## config.mk

```make
export PLATFORM = sky130hd
export DESIGN_NAME = led16_serial_driver
export DESIGN_NICKNAME = d
export VERILOG_FILES = /design/src/rtl/led16_serial_driver.sv
export SDC_FILE = /design/constraint.sdc
export NUM_CORES = 1
export LEC_CHECK = 0
export CAP_MARGIN = 20
export CORE_MARGIN = 2
export CORE_UTILIZATION = 35
export DETAILED_ROUTE_END_ITERATION = 16
export PLACE_DENSITY_LB_ADDON = 0.3
export SLEW_MARGIN = 20
export SYNTH_ARGS = -nofsm -noshare
export SYNTH_HDL_FRONTEND = slang
export SYNTH_SLANG_ARGS = --single-unit
export TNS_END_PERCENT = 5
```

## constraint.sdc

```tcl
create_clock -name clk -period 2.6 [get_ports clk]
set_input_delay 0.26 -clock clk [delete_from_list [all_inputs] [get_ports clk]]
set_output_delay 0.26 -clock clk [all_outputs]
set_load 0.02 [all_outputs]
```

## src/rtl/led16_serial_driver.sv

```systemverilog
// -----------------------------------------------------------------------------
// led16_serial_driver
//
// Serial LED-bank driver for a 74HC595-style shift-register chain. Each rising
// edge of the board sync pulse snapshots a parallel pattern word and shifts it
// out MSB-first. When all bits are out, the driver pulses the storage latch.
//
// Parameters:
//   WIDTH  bits shifted per frame (>= 2)
//   DIV    system-clock cycles per serial-clock half period (>= 1)
//
// Ports:
//   clk        system clock, all logic on its rising edge
//   rst        synchronous, active-high reset
//   sync       sync pulse from the generator (may be several cycles wide)
//   data       pattern word, sampled only on a sync rising edge
//   busy       high while a frame is in progress
//   done       one-cycle pulse at frame completion
//   led_clk    serial shift clock to the chain
//   led_do     serial data to the chain
//   led_latch  storage-register latch strobe
//
// Configuration macro:
//   LED16_INVERT_EN  when defined, led_do carries the inverted shift bit
//                    for active-low LED banks. Framing and timing do not
//                    change, and led_do stays 0 outside the shift states.
//
// Frame length is (2*WIDTH+1)*DIV cycles. The first DIV-cycle half period
// starts on the cycle after the start edge.
// -----------------------------------------------------------------------------
module led16_serial_driver #(
  parameter int WIDTH = 16,
  parameter int DIV   = 4
) (
  input  logic             clk,
  input  logic             rst,
  input  logic             sync,
  input  logic [WIDTH-1:0] data,
  output logic             busy,
  output logic             done,
  output logic             led_clk,
  output logic             led_do,
  output logic             led_latch
);

  localparam int BW = $clog2(WIDTH) + 1;
  localparam int DW = $clog2(DIV) + 1;
  localparam logic [BW-1:0] BIT_LAST = BW'(WIDTH - 1);
  localparam logic [DW-1:0] DIV_LAST = DW'(DIV - 1);

`ifdef LED16_INVERT_EN
  localparam logic INVERT = 1'b1;
`else
  localparam logic INVERT = 1'b0;
`endif

  typedef enum logic [1:0] {
    IDLE,
    SHIFT_LO,
    SHIFT_HI,
    LATCH
  } state_t;

  state_t           state, state_nxt;
  logic             sync_d;
  logic [WIDTH-1:0] shreg, shreg_nxt;
  logic [BW-1:0]    bit_cnt, bit_cnt_nxt;
  logic [DW-1:0]    div_cnt, div_cnt_nxt;
  logic             busy_nxt, done_nxt, led_clk_nxt, led_do_nxt, led_latch_nxt;
  logic             start, div_last;

  assign start    = sync & ~sync_d;
  assign div_last = (div_cnt == DIV_LAST);

  // Next-state and next-output logic. Outputs are computed from the state
  // being entered, so that every output can come straight from a flop.
  always_comb begin
    // NOTE: every signal gets a default first, so no path leaves one
    // unassigned and no latch is inferred.
    state_nxt   = state;
    shreg_nxt   = shreg;
    bit_cnt_nxt = bit_cnt;
    div_cnt_nxt = div_cnt + 1'b1;

    unique case (state)
      IDLE: begin
        if (start) begin
          shreg_nxt   = data;
          bit_cnt_nxt = '0;
          state_nxt   = SHIFT_LO;
        end
      end
      SHIFT_LO: begin
        if (div_last) state_nxt = SHIFT_HI;
      end
      SHIFT_HI: begin
        if (div_last) begin
          shreg_nxt   = shreg << 1;
          bit_cnt_nxt = bit_cnt + 1'b1;
          state_nxt   = (bit_cnt == BIT_LAST) ? LATCH : SHIFT_LO;
        end
      end
      LATCH: begin
        if (div_last) state_nxt = IDLE;
      end
      default: state_nxt = IDLE;
    endcase

    // The divide counter restarts on every state change and holds at 0 in IDLE.
    if (state_nxt != state || state == IDLE) div_cnt_nxt = '0;

    busy_nxt      = (state_nxt != IDLE);
    done_nxt      = (state == LATCH) && (state_nxt == IDLE);
    led_clk_nxt   = (state_nxt == SHIFT_HI);
    led_latch_nxt = (state_nxt == LATCH);
    // led_do changes only when leaving SHIFT_HI, which is the falling edge of
    // led_clk. It is therefore stable a full half period on both sides of
    // each rising edge.
    led_do_nxt    = ((state_nxt == SHIFT_LO) || (state_nxt == SHIFT_HI))
                    ? (shreg_nxt[WIDTH-1] ^ INVERT) : 1'b0;
  end

  // NOTE: sequential state uses non-blocking assignments only. Every flop
  // then updates from values sampled before the edge.
  always_ff @(posedge clk) begin
    if (rst) begin
      state     <= IDLE;
      // sync_d resets high. A sync held high through reset release then
      // needs a fresh rising edge before it can start a frame.
      sync_d    <= 1'b1;
      shreg     <= '0;
      bit_cnt   <= '0;
      div_cnt   <= '0;
      busy      <= 1'b0;
      done      <= 1'b0;
      led_clk   <= 1'b0;
      led_do    <= 1'b0;
      led_latch <= 1'b0;
    end else begin
      state     <= state_nxt;
      sync_d    <= sync;
      shreg     <= shreg_nxt;
      bit_cnt   <= bit_cnt_nxt;
      div_cnt   <= div_cnt_nxt;
      busy      <= busy_nxt;
      done      <= done_nxt;
      led_clk   <= led_clk_nxt;
      led_do    <= led_do_nxt;
      led_latch <= led_latch_nxt;
    end
  end

endmodule

```

==> results.cfg, run 1 <==
[clock_network]
cts-root-buf = clkbuf_8
clock_path_buffers = 2
cts_sinks = 32
cts_tree = yes
cts_hold_buffers = 0
ctsHtreeMaxLevel = 2
post-cts-setup-buffers = 0
cts_resized = 0
clk_pin_slew_worst_paths_ns = 0.06
numCtsBuffers = 5
clk-insertion-delay-late_ns = 0.28

[grt]
grt_pass1_wl_um = 5600
grt_pass1_vias = 1317
grt_antenna_before_repair = 0
grt_max_degree = 21
grt_overflow = 0
grtUsageTotal_pct = 16.1

[sta]
post-route-period-util_pct = 81.2
tightest_slew_ns = 0.972
post-route-min-period_ns = 2.11
finClkSkew_ns = 0.00203
rsz0062_at_grt = no
tns_ns = 0
slew_headroom_pct = 35.0
fmaxAchievable_mhz = 474
drv_slew = 0
setup_violations = 0
finalHoldViolations = 0

[setup_path]
crit_arrival_ns = 2.26
startpoint_type = flip-flop
r2r_slack_ns = 0.49
path_class = reg2reg
critical_path.slowest_cell = or3b_2
end_kind = flip-flop
r2r_cells = 7
worst_path_most_repeated_cell = ha_1
crit_fanout = 4
worstReg2RegStart = bit_cnt[0]
r2r_end = led_do
path_cells = ha_1, and3_1, ha_1, or3b_2, a21oi_1, ha_1, nor4b_1
critPathMaxStageDelay_ns = 0.43
cp.required_ns = 2.75

[floorplan]
start_util_pct = 36.4
coreArea_mm2 = 0.00400
die_area_mm2 = 0.00469
die_h_um = 68.5
fp.dieW_um = 68.5
row_count = 23
io_pins = 24

[finish]
most-common-layout-cells = 32 x dfxtp_1, 23 x clkdlybuf4s50_1, 16 x nand2_1, 11 x o21ai_0, 9 x a32oi_1
final_common_cell = dfxtp_1
fillers = 361
final_nets = 201
multiInputGateArea_um2 = 729
layout-drive-gt1-share_pct = 12.6
n_antenna_cell = 0
area.sequential_um2 = 641
area_growth_pct = 24.2
finalNonFillerCells = 225

[logic_synthesis]
synth_warnings = 0
syn_avg_cell_area_um2 = 9.57
seq_area_frac_synth_pct = 44.0
synth_area_mm2 = 0.00146
ys_ff_latch = 32
synthTopCellsByArea = dfxtp_1 44%, ha_1 6.9%, a32oi_1 5.4%
yosys.area.top_type = dfxtp_1
yosysUniqueCellTypes = 44
syn-instance-count = 152
ys.flop_type = dfxtp_1
synth_edf_count = 0
synth_top_area_share_pct = 44.0
syn_nets = 179
async_flop_share_pct = 0

[job]
cap_violations = 0

[placed_design]
placed_cells = 217
dp_hpwl_um = 2270
place_congestion = 0.773
numPortBuffers = 23

[detailed_routing]
via_per_inst = 5.49
drcViolationCount = 0
drt-wirelength-per-cell_um = 14.0
dr.pass1.iters = 4
drt_iter0_markers = 55
vias = 1235
ant_nets = 0
drt_wl_total_um = 3150

[pwr]
power_density_mw_per_mm2 = 539
power.leakage_nw = 0.656
peakVddDrop_v = 0.000307

[hold_path]
whs_path_depth = 2
hold_start = shreg[14]
min_path_type = reg2reg
min_to = shreg[14]

[status]
status = finished, final reports clean
[cell usage after synthesis, drive strengths merged, types with 3 or more instances]
cell,instances
dfxtp,32
nand2,16
o21ai,11
buf,10
a32oi,9
ha,8
inv,7
a32o,5
nor2,5
a21oi,4
a31o,4
nand3,4
or3b,3
[report_power, final]
part / switching [mW] / total (mW) / internal, mW
Combinational: 0.0370 / 0.0805 / 0.0435
Clock: 0.170 / 0.381 / 0.211
Sequential: 0.0104 / 0.513 / 0.502
Total: 0.217 / 0.974 / 0.757
[stage by stage]
| step | power (mW) | hold WS, ns | utilization [%] | cell area (um^2) | setup WS, ns |
|---|---|---|---|---|---|
| 6_report | 0.974 | 0.460 | 45.2 | 1810 | 0.488 |
| 5_1_grt | 1.02 | 0.485 | 45.2 | 1810 | 0.246 |
| 4_1_cts | 0.989 | 0.464 | 45.2 | 1810 | 0.479 |
| 3_5_place_dp | 0.604 | 0.452 | 42.9 | 1720 | 0.496 |
| 3_3_place_gp | 0.602 | 0.416 | 42.9 | 1720 | 0.530 |
| 2_1_floorplan | 0.563 | 0.367 | - | 1460 | 0.610 |
[area by class of cell]
type                       instances  share of cell area [%]
multi-input combinational        101                    40.3
sequential                        32                    35.4
timing repair buffer              26                    14.0
clock buffer                       6                    4.57
tap                               50                    3.46
inverter                           8                    1.66
clock inverter                     2                   0.554
[logic make-up (layout without fill, tap and decap cells)]
logic type	after synthesis	in the layout	synth area share, %
DFF	32	32	44.0
AOI/OAI and AO/OA	44	44	23.5
buffers and inverters	19	42	5.85
adders and majority gates	8	8	6.88
and+or+nand+nor	49	49	19.8
[state kept, by name, summed over array words and instances (netlist names), 2 cells and up]
name / count
bit_cnt: 5
div_cnt: 3
state: 2
shreg: 16
[critical path: cells and delay by family, from the launching register on]
family	cells	cell delay [ns]
flops	1	0.33
simple gates	3	0.75
fa+ha+maj	3	0.66
compound gates	1	0.24
[how the worst max path moves through the flow]
stage	cells past startpoint	slack (ns)	endpoint	from
2_1_floorplan	7	0.61	led_do	bit_cnt[0]
3_3_place_gp	7	0.53	led_do	bit_cnt[0]
4_1_cts	8	0.48	led_latch	bit_cnt[0]
6_report	7	0.49	led_do	bit_cnt[0]
3_5_place_dp	8	0.50	led_latch	bit_cnt[0]
5_1_grt	8	0.25	led_latch	bit_cnt[0]
[routing by layer]
layer / track usage, % / wire [um] / vias to the layer above
met4: 9.00 / 69 / 0
met3: 5.59 / 152 / 9
met1: 17.8 / 1400 / 586
li1: - / - / 611
met5: 0 / 0 / -
met2: 26.6 / 1530 / 29
Power figures use the tool's default switching activity.
==> run 2, diff against run 1 <==
==> constraint.sdc (replaced) <==
create_clock -name clk -period 2.1 [get_ports clk]
set_input_delay 0.21 -clock clk [delete_from_list [all_inputs] [get_ports clk]]
set_output_delay 0.21 -clock clk [all_outputs]
set_load 0.02 [all_outputs]
==> run 2 against run 1 <==
  * Critical path depth unchanged
  * Core utilization increased by 1.3 points
  * Clock power increased by 14%
  * Sequential share of layout area decreased by 0.89 points
  * Hold slack got worse by 0.028 ns
  * Highest routed layer unchanged
==> results.cfg, run 2 (synthesized netlist as in run 1, its figures left out) <==
[finish]
regMostFlops = shreg
layout-drive-gt1-share_pct = 17.0
fillers = 397
n_antenna_cell = 0
final_common_cell = dfxtp_1
area_growth_pct = 27.9
most-common-layout-cells = 30 x dfxtp_1, 23 x clkdlybuf4s50_1, 16 x nand2_1, 11 x o21ai_0, 11 x buf_4
final_nets = 209
reg_top3 = shreg: 16 flops, bit_cnt: 5 flops, div_cnt: 3 flops
largest_reg_flops = 16

[pwr]
p_sw_mw = 0.270
power.internal_mw = 0.910
power_density_mw_per_mm2 = 634
p_comb_share_pct = 9.8
peakVddDrop_v = 0.000473
sw_frac_of_total_pct = 22.9
pwr-share-seq_pct = 53.4
power.leakage_nw = 0.691
power.share.clock_pct = 36.8

[detailed_routing]
drt-wirelength-per-cell_um = 14.3
via_per_inst = 5.39
ant_nets = 0
drt_iter0_markers = 61
drcViolationCount = 0
dr.pass1.iters = 4
vias = 1251
drt_wl_total_um = 3320

[hold_path]
min_path_type = reg2reg

[sta]
finalHoldViolations = 0
post-route-min-period_ns = 1.94
rsz0062_at_grt = no
tightest_slew_ns = 0.561
slew_headroom_pct = 62.6
post-route-period-util_pct = 92.2
setup_violations = 0
tns_ns = 0
holdWs_ns = 0.432
drv_slew = 0
fmaxAchievable_mhz = 517
finClkSkew_ns = 0.00276

[setup_path]
path_class = reg2reg
cp.required_ns = 2.26
r2r_slack_ns = 0.16
crit_fanout = 3
end_kind = flip-flop
worst_path_most_repeated_cell = ha_1
critical_path.top_delay_family = simple AND/OR/NAND/NOR gates
path_cells = ha_1, and3_1, ha_1, or3b_4, a21oi_2, ha_1, nor4b_1
startpoint_type = flip-flop
critPathMaxStageDelay_ns = 0.37
crit_arrival_ns = 2.09
critical_path.slowest_cell = or3b_4
critPathBufInv = 0

[status]
status = finished, final reports clean

[floorplan]
io_pins = 24
start_util_pct = 36.4
coreArea_mm2 = 0.00400
die_h_um = 68.5
die_area_mm2 = 0.00469
fp.dieW_um = 68.5
row_count = 23

[placed_design]
place_congestion = 0.797
numPortBuffers = 23
dp_hpwl_um = 2360

[clock_network]
clk-insertion-delay-late_ns = 0.28
post-cts-setup-buffers = 0
cts_tree = yes
cts_sinks = 32
ctsHtreeMaxLevel = 2
clk_pin_slew_worst_paths_ns = 0.06
numCtsBuffers = 5
cts-root-buf = clkbuf_8
clock_path_buffers = 2

[grt]
grt_pass1_vias = 1191
grt_pass1_wl_um = 5390
grtUsageTotal_pct = 15.6
grt_antenna_before_repair = 0
grt_overflow = 0
grt_max_degree = 20

[job]
cap_violations = 0
[run 2: area by class of cell]
class                           count  area (um^2)  share of cell area (%)
Multi-Input combinational cell    101          736                    39.5
Clock inverter                      1         5.00                   0.269
Inverter                            8         30.0                    1.61
Timing Repair Buffer               34          313                    16.8
Tap cell                           50         62.6                    3.36
Clock buffer                        6         72.6                    3.90
Sequential cell                    32          643                    34.5
[run 2: power by group through the flow]
| stage | sequential, mW | clock [mW] | combinational [mW] |
|---|---|---|---|
| CTS | 0.630 | 0.454 | 0.116 |
| global route | 0.631 | 0.477 | 0.127 |
| floorplan | 0.643 | 0 | 0.0545 |
| detailed placement | 0.644 | 0 | 0.116 |
| global placement | 0.643 | 0 | 0.113 |
| finish | 0.630 | 0.434 | 0.116 |
[run 2: worst register-to-register path, cell delays in order, from the launching register on]
cell,delay [ns]
dfxtp_2,0.33
ha_1,0.19
and3_1,0.18
ha_1,0.19
or3b_4,0.37
a21oi_2,0.19
ha_1,0.24
nor4b_1,0.13
[run 2: path summary, 6_finish.rpt]
| check | from | endpoint | cells after the start |
|---|---|---|---|
| worst max-delay path | bit_cnt[1] | led_do | 7 |
| worst min-delay path | div_cnt[0] | div_cnt[0] | 1 |
| worst max register to register | bit_cnt[1] | led_do | 7 |
| worst min register to register | div_cnt[0] | div_cnt[0] | 1 |
[run 2: metal layers]
layer / GRT usage [%] / share of wire [%] / vias up
met5: 0 / 0 / -
met4: 5.75 / 1.4 / 0
met3: 4.93 / 5.3 / 7
met2: 25.0 / 48 / 39
met1: 19.3 / 45 / 583
li1: - / - / 622
[run 2: metrics by stage]
step	power (mW)	setup WS, ns	instance area (um^2)	instances	utilization, %
2_1_floorplan	0.697	0.110	1460	152	-
3_3_place_gp	0.756	0.0557	1780	225	44.4
3_5_place_dp	0.760	0.0351	1780	225	44.4
4_1_cts	1.20	0.0225	1850	232	46.3
5_1_grt	1.24	0.0650	1860	232	46.5
6_report	1.18	0.164	1860	232	46.5
[run 2: timing repair]
| action | CTS | global route |
|---|---|---|
| resized for setup | 0 | 4 |
| setup endpoints to repair | 0 | 3 |
| hold buffers | 0 | 0 |
==> run 3, diff against run 2 <==
--- a/config.mk
+++ b/config.mk
@@ -9,6 +9,7 @@
 export CORE_MARGIN = 2
 export CORE_UTILIZATION = 35
 export DETAILED_ROUTE_END_ITERATION = 16
+export MAX_ROUTING_LAYER = met4
 export PLACE_DENSITY_LB_ADDON = 0.3
 export SLEW_MARGIN = 20
 export SYNTH_ARGS = -nofsm -noshare
==> run 3 against run 2 <==
  * Register-to-register slack hardly changed
  * Hold slack is essentially flat
  * Clock power about the same
  * Critical path depth stayed put
  * Core utilization is the same
==> results.cfg, run 3 (synthesized netlist as in run 1, its figures left out) <==
[status]
status = finished, final reports clean

[clock_network]
cts-root-buf = clkbuf_8
cts_hold_buffers = 0
cts_tree = yes
clk-insertion-delay-late_ns = 0.28
numCtsBuffers = 5
clock_path_buffers = 2
clk_pin_slew_worst_paths_ns = 0.06
cts_sinks = 32
ctsHtreeMaxLevel = 2

[finish]
regMostFlops = shreg
n_antenna_cell = 0
final_nets = 209
largest_reg_flops = 16
finalNonFillerCells = 232
final_common_cell = dfxtp_1
layout-drive-gt1-share_pct = 17.0
reg_top3 = shreg: 16 flops, bit_cnt: 5 flops, div_cnt: 3 flops
area_growth_pct = 27.9
most-common-layout-cells = 30 x dfxtp_1, 23 x clkdlybuf4s50_1, 16 x nand2_1, 11 x o21ai_0, 11 x buf_4

[pwr]
pwr-share-seq_pct = 53.4
peakVddDrop_v = 0.000473
p_comb_share_pct = 9.8
sw_frac_of_total_pct = 22.9
power_density_mw_per_mm2 = 634
power.share.clock_pct = 36.8
power.internal_mw = 0.910
power.leakage_nw = 0.691
p_sw_mw = 0.271

[detailed_routing]
ant_nets = 0
drt-wirelength-per-cell_um = 14.3
via_per_inst = 5.39
vias = 1251
dr.pass1.iters = 4
drt_wl_total_um = 3320
drt_iter0_markers = 61
drcViolationCount = 0

[setup_path]
cp.required_ns = 2.26
crit_fanout = 3
startpoint_type = flip-flop
end_kind = flip-flop
path_class = reg2reg
crit_arrival_ns = 2.09

[grt]
grt_max_degree = 20
grt_overflow = 0
grt_pass1_wl_um = 5400
grt_antenna_before_repair = 0
grt_pass1_vias = 1189
grtUsageTotal_pct = 16.1

[placed_design]
dp_hpwl_um = 2360
numPortBuffers = 23
place_congestion = 0.808
placed_cells = 225

[sta]
slew_headroom_pct = 62.6
rsz0062_at_grt = no
tightest_slew_ns = 0.561
post-route-period-util_pct = 92.2
tns_ns = 0
setup_violations = 0
post-route-min-period_ns = 1.94
finalHoldViolations = 0
finClkSkew_ns = 0.00277
fmaxAchievable_mhz = 517
drv_slew = 0

[job]
cap_violations = 0

[floorplan]
coreArea_mm2 = 0.00400
start_util_pct = 36.4
fp.dieW_um = 68.5
die_h_um = 68.5
io_pins = 24
row_count = 23
die_area_mm2 = 0.00469

[hold_path]
min_path_type = reg2reg
[run 3: cell counts in the layout (fill, tap and decap cells not counted)]
No cell type changed its count.
[run 3: area by class of cell]
type	count	area, um^2
fill	397	2140
multi-input combinational	101	736
sequential	32	643
timing repair buffer	34	313
clock buffer	6	72.6
tap	50	62.6
inverter	8	30.0
clock inverter	1	5.00
[run 3: critical path: stages (launching register included)]
cell	delay, ns
dfxtp_2	0.33
ha_1	0.18
and3_1	0.18
ha_1	0.18
or3b_4	0.37
a21oi_2	0.19
ha_1	0.24
nor4b_1	0.13
[run 3: per-layer routing]
layer  GRT usage (%)  part of all wire [%]
met1            19.3                    45
met2            25.0                    48
met3            5.43                   5.4
met4            5.75                   1.4
met5               -                     0
[run 3: path summary, 6_finish.rpt]
kind | startpoint | end | slack (ns) | cells after the start
setup / recovery | bit_cnt[1] | led_do | 0.16 | 7
hold / removal | div_cnt[0] | div_cnt[0] | 0.43 | 1
setup reg to reg | bit_cnt[1] | led_do | 0.16 | 7
hold reg to reg | div_cnt[0] | div_cnt[0] | 0.43 | 1
[run 3: through the flow]
| step | power, mW | worst slack [ns] | util (%) | hold slack [ns] | instance area (um^2) |
|---|---|---|---|---|---|
| after floorplan | 0.697 | 0.110 | - | 0.317 | 1460 |
| after global placement | 0.756 | 0.0557 | 44.4 | 0.414 | 1780 |
| after detailed placement | 0.760 | 0.0351 | 44.4 | 0.429 | 1780 |
| after CTS | 1.20 | 0.0225 | 46.3 | 0.436 | 1850 |
| after global routing | 1.24 | 0.0650 | 46.5 | 0.471 | 1860 |
| final | 1.18 | 0.164 | 46.5 | 0.432 | 1860 |
[run 3: power groups by stage]
stage	clock network, mW	registers, mW	logic, mW
finish	0.434	0.630	0.116
global route	0.480	0.631	0.127
CTS	0.454	0.630	0.116
detailed placement	0	0.644	0.116
global placement	0	0.643	0.113
floorplan	0	0.643	0.0545
[run 3: repair_timing]
item | 4_1_cts | 5_1_grt
setup buffers | 0 | 0
endpoints found under the setup margin | 0 | 3
gates resized for setup | 0 | 4
==> edit 1, RTL diff (config.mk and constraints of run 3) <==
Remove the register `led_do`: a continuous assignment takes its place, so the output `led_do` follows one clock earlier.
--- a/src/rtl/led16_serial_driver.sv
+++ b/src/rtl/led16_serial_driver.sv
@@ -136,3 +136,2 @@
       led_clk   <= 1'b0;
-      led_do    <= 1'b0;
       led_latch <= 1'b0;
@@ -147,3 +146,2 @@
       led_clk   <= led_clk_nxt;
-      led_do    <= led_do_nxt;
       led_latch <= led_latch_nxt;
@@ -152,2 +150,4 @@
 
+  assign led_do = led_do_nxt;
+
 endmodule
Function: changed (a bounded check fails within 4 cycles, from zero or initial values and one cycle with rst high).
==> edit 1 against run 3 <==
- the run now ends with setup timing left
- sequential cell count is 1 lower
- wire length shrank 11%
- synthesized cell count down 2.6%
- register-to-register slack better by 90 ps
- setup slack worse by 400 ps
- design area increased by 2.8%
- synthesized area fell by 3.4%
- die area fell by 3.2%
- power up 11%
- global-route usage shrank 1.1 points
==> edit 1: results (changes against run 3) <==
| Metric | Value |
|---|---|
| Status | finished, violations left (was finished clean) |
| Failing checks | setup timing |
| Global-route wire length before repair | 4.89 mm (was 5.40 mm) |
| Combinational power share | 7.8% (was 9.8%) |
| Clock Sinks | 31 (was 32) |
| Synth top cells by count | dfxtp_1, a21oi_1, nand3_1, a22oi_1, ha_1 (was dfxtp_1, nand2_1, o21ai_0, a32oi_1) |
| Clock Skew | 7.91 ps (was 2.77 ps) |
| WL final | 2.96 mm (was 3.32 mm) |
| Final Setup Violations | 1 (was 0) |
| Share of post-route cells with drive strength above 1 | 21.9% (was 17.0%) |
| Clock network area share | 6.14% (was 4.17%) |
| Power in the clock group | 0.000602 W (was 0.000434 W) |
| Filler cell count | 360 (was 397) |
| Synth Area in Compound Gates | 19.0% (was 23.5%) |
| P_comb | 0.000102 W (was 0.000116 W) |
| NonClk Buf Share | 18.8% (was 16.8%) |
| GR Util met2 | 23.4% (was 25.0%) |
| Reg area | 623 sq um (was 643 sq um) |
| Met1 usage | 17.8% (was 19.3%) |
| Netlist cell types | 38 (was 44) |
| Post-place instance area | 1750 sq um (was 1780 sq um) |
| Multi-Input Combinational | 99 (was 101) |
| Place WS | -536 ps (was 35.1 ps) |
| Inverter count | 5 (was 8) |
| Synth Area in XOR/XNOR | 0.623% (was 0%) |
| Post-CTS sizing | 14 (was 0) |
| Worst vdd ir | 0.329 mV (was 0.473 mV) |
| Pin count of the biggest net entering global routing | 19 (was 20) |
| Total track usage | 15.0% (was 16.1%) |
| Setup TNS | -234 ps (was 0 ps) |
| Final WS setup | -234 ps (was 164 ps) |
| H-tree levels | 2 (unchanged) |
| Multi-input combinational area share | 38.3% (was 39.5%) |
| Slew @ Worst Pin | 360 ps (was 561 ps) |
| Internal power | 0.00104 W (was 0.000910 W) |
| Hpwl dp | 2.16 mm (was 2.36 mm) |
| Final non-filler cell total | 233 (was 232) |
| Vias per Instance | 5.31 (was 5.39) |
| P_leak | 0.701 nW (was 0.691 nW) |
| Register share of the cell area | 32.5% (was 34.5%) |
| Non-Clock Buffer Count | 40 (was 34) |
| Net count, final | 209 (unchanged) |
| DR iter-0 viols | 52 (was 61) |
| Adder-cell share of the synthesized area | 7.12% (was 6.88%) |
| Seq/Total Area, Yosys | 44.2% (was 44.0%) |
| Post-Synthesis Cells | 148 (was 152) |
[edit 1: cell count changes in the layout (fill, tap and decap cells not counted), moves of 5 or more]
cell | run 3 | this run
nand3_1 | 4 | 20
a32oi_1 | 9 | 1
a22oi_1 | 0 | 13
buf_4 | 11 | 17
a21oi_1 | 2 | 20
nand2_1 | 16 | 3
a32o_1 | 5 | 0
o21ai_0 | 11 | 1
[edit 1: routing by layer]
layer	up-vias	wire, um
met3	5	126
met2	25	1480
met4	0	52
met5	-	0
li1	605	-
met1	603	1300
[edit 1: critical path: cells and delay by family (launching register included)]
kind | cells | cell delay, ps
fa+ha+maj | 3 | 550
simple gates | 2 | 530
flops | 1 | 340
buf+inv | 1 | 130
compound gates | 2 | 310
[edit 1: path summary, 6_finish.rpt]
check             startpoint          to  slack (ps)  cells after the start
setup reg to reg  div_cnt[0]   led_latch         250                      8
hold / removal    div_cnt[0]  div_cnt[0]         440                      1
hold reg to reg   div_cnt[0]  div_cnt[0]         440                      1
setup / recovery  bit_cnt[0]      led_do        -230                      8
==> edit 2, RTL diff (flow settings as in run 3) <==
Made on the original files. Set the localparam `INVERT` to 1'b1 (it was 1'b0).
--- a/src/rtl/led16_serial_driver.sv
+++ b/src/rtl/led16_serial_driver.sv
@@ -53,3 +53,3 @@
 `else
-  localparam logic INVERT = 1'b0;
+  localparam logic INVERT = 1'b1;
 `endif
Formal check against the unedited RTL: not equivalent (a bounded check fails within 4 cycles, from zero or initial values and one cycle with rst high).
==> edit 2 against run 3 <==
- synthesized cell count down 9.9%
- combinational power shrank 7%
- synthesized area is 1.3% higher
- sequential share of layout area fell by 0.79 points
- via count is 9.6% lower
- final cell count decreased by 6.0%
- setup slack worse by 24 ps
- power increased by 13%
- wire length is 6.1% lower
- sequential cell count is the same
- design area rose by 1.9%
- highest routed layer unchanged
==> edit 2: results (changes against run 3) <==
| Metric | Value |
|---|---|
| Number of global-route vias before repair | 1147 (was 1189) |
| Multi-Input Combinational | 89 (was 101) |
| Worst vdd ir | 0.328 mV (was 0.473 mV) |
| Synth Area in Compound Gates | 17.9% (was 23.5%) |
| Register share of the cell area | 33.8% (was 34.5%) |
| RD Place Congestion | 0.800 (was 0.808) |
| Total track usage | 15.5% (was 16.1%) |
| Filler cell count | 399 (was 397) |
| Hold WS | 464 ps (was 432 ps) |
| WL final | 3.12 mm (was 3.32 mm) |
| Net count, final | 194 (was 209) |
| P per Cell Area | 701 nW/um^2 (was 634 nW/um^2) |
| Clock network area share | 5.87% (was 4.17%) |
| Adder-cell share of the synthesized area | 6.79% (was 6.88%) |
| Sequential group power | 0.000635 W (was 0.000630 W) |
| Largest cells by area after synthesis | dfxtp_1, a221o_2, ha_1 (was dfxtp_1, ha_1, a32oi_1) |
| Placed cell count | 210 (was 225) |
| Multiplexer area fraction after synthesis | 1.44% (was 0%) |
| Global-route wire length before repair | 5.09 mm (was 5.40 mm) |
| Hpwl dp | 2.28 mm (was 2.36 mm) |
| Pin count of the biggest net entering global routing | 17 (was 20) |
| P_comb | 0.000108 W (was 0.000116 W) |
| Seq_cells | 32 (unchanged) |
| Reg-to-Reg End | led_latch (was led_do) |
| Clock Skew | 6.13 ps (was 2.77 ps) |
| Post-Synthesis Cells | 137 (was 152) |
| Area of the multi-input gates | 763 sq um (was 736 sq um) |
| Status | finished clean (unchanged) |
| Worst EP arrival | 2150 ps (was 2090 ps) |
| Synth top cells by count | dfxtp_1, a221o_2, and2_1, ha_1, inv_1 (was dfxtp_1, nand2_1, o21ai_0, a32oi_1) |
| Post-place instance area | 1760 sq um (was 1780 sq um) |
| Cell Area, Synth | 1470 sq um (was 1460 sq um) |
| Mapped Nets | 164 (was 179) |
| Vias per Instance | 5.19 (was 5.39) |
edit 2: cell count changes in the layout (fill, tap and decap cells not counted), sizes merged, moves of 3 or more:
cell,before,now
a21oi,4,7
a221o,0,14
a31o,4,0
a32o,5,0
a32oi,9,0
and2,1,12
buf,11,8
nand2,16,3
o21ai,11,3
edit 2: worst max-delay path by stage:
| stage | endpoint | slack [ps] | cells past startpoint |
|---|---|---|---|
| finish | led_latch | 140 | 8 |
| floorplan | led_clk | 130 | 8 |
| global placement | led_latch | 30 | 8 |
| CTS | led_latch | 30 | 8 |
| global route | led_do | 10 | 8 |
| detailed placement | led_latch | -30 | 8 |
edit 2: routing by layer:
| layer | wire length (um) | vias to the layer above | track usage (%) |
|---|---|---|---|
| li1 | - | 558 | - |
| met1 | 1310 | 552 | 16.3 |
| met2 | 1630 | 15 | 26.4 |
| met3 | 104 | 6 | 3.41 |
| met4 | 65 | 0 | 9.56 |
| met5 | 0 | - | - |
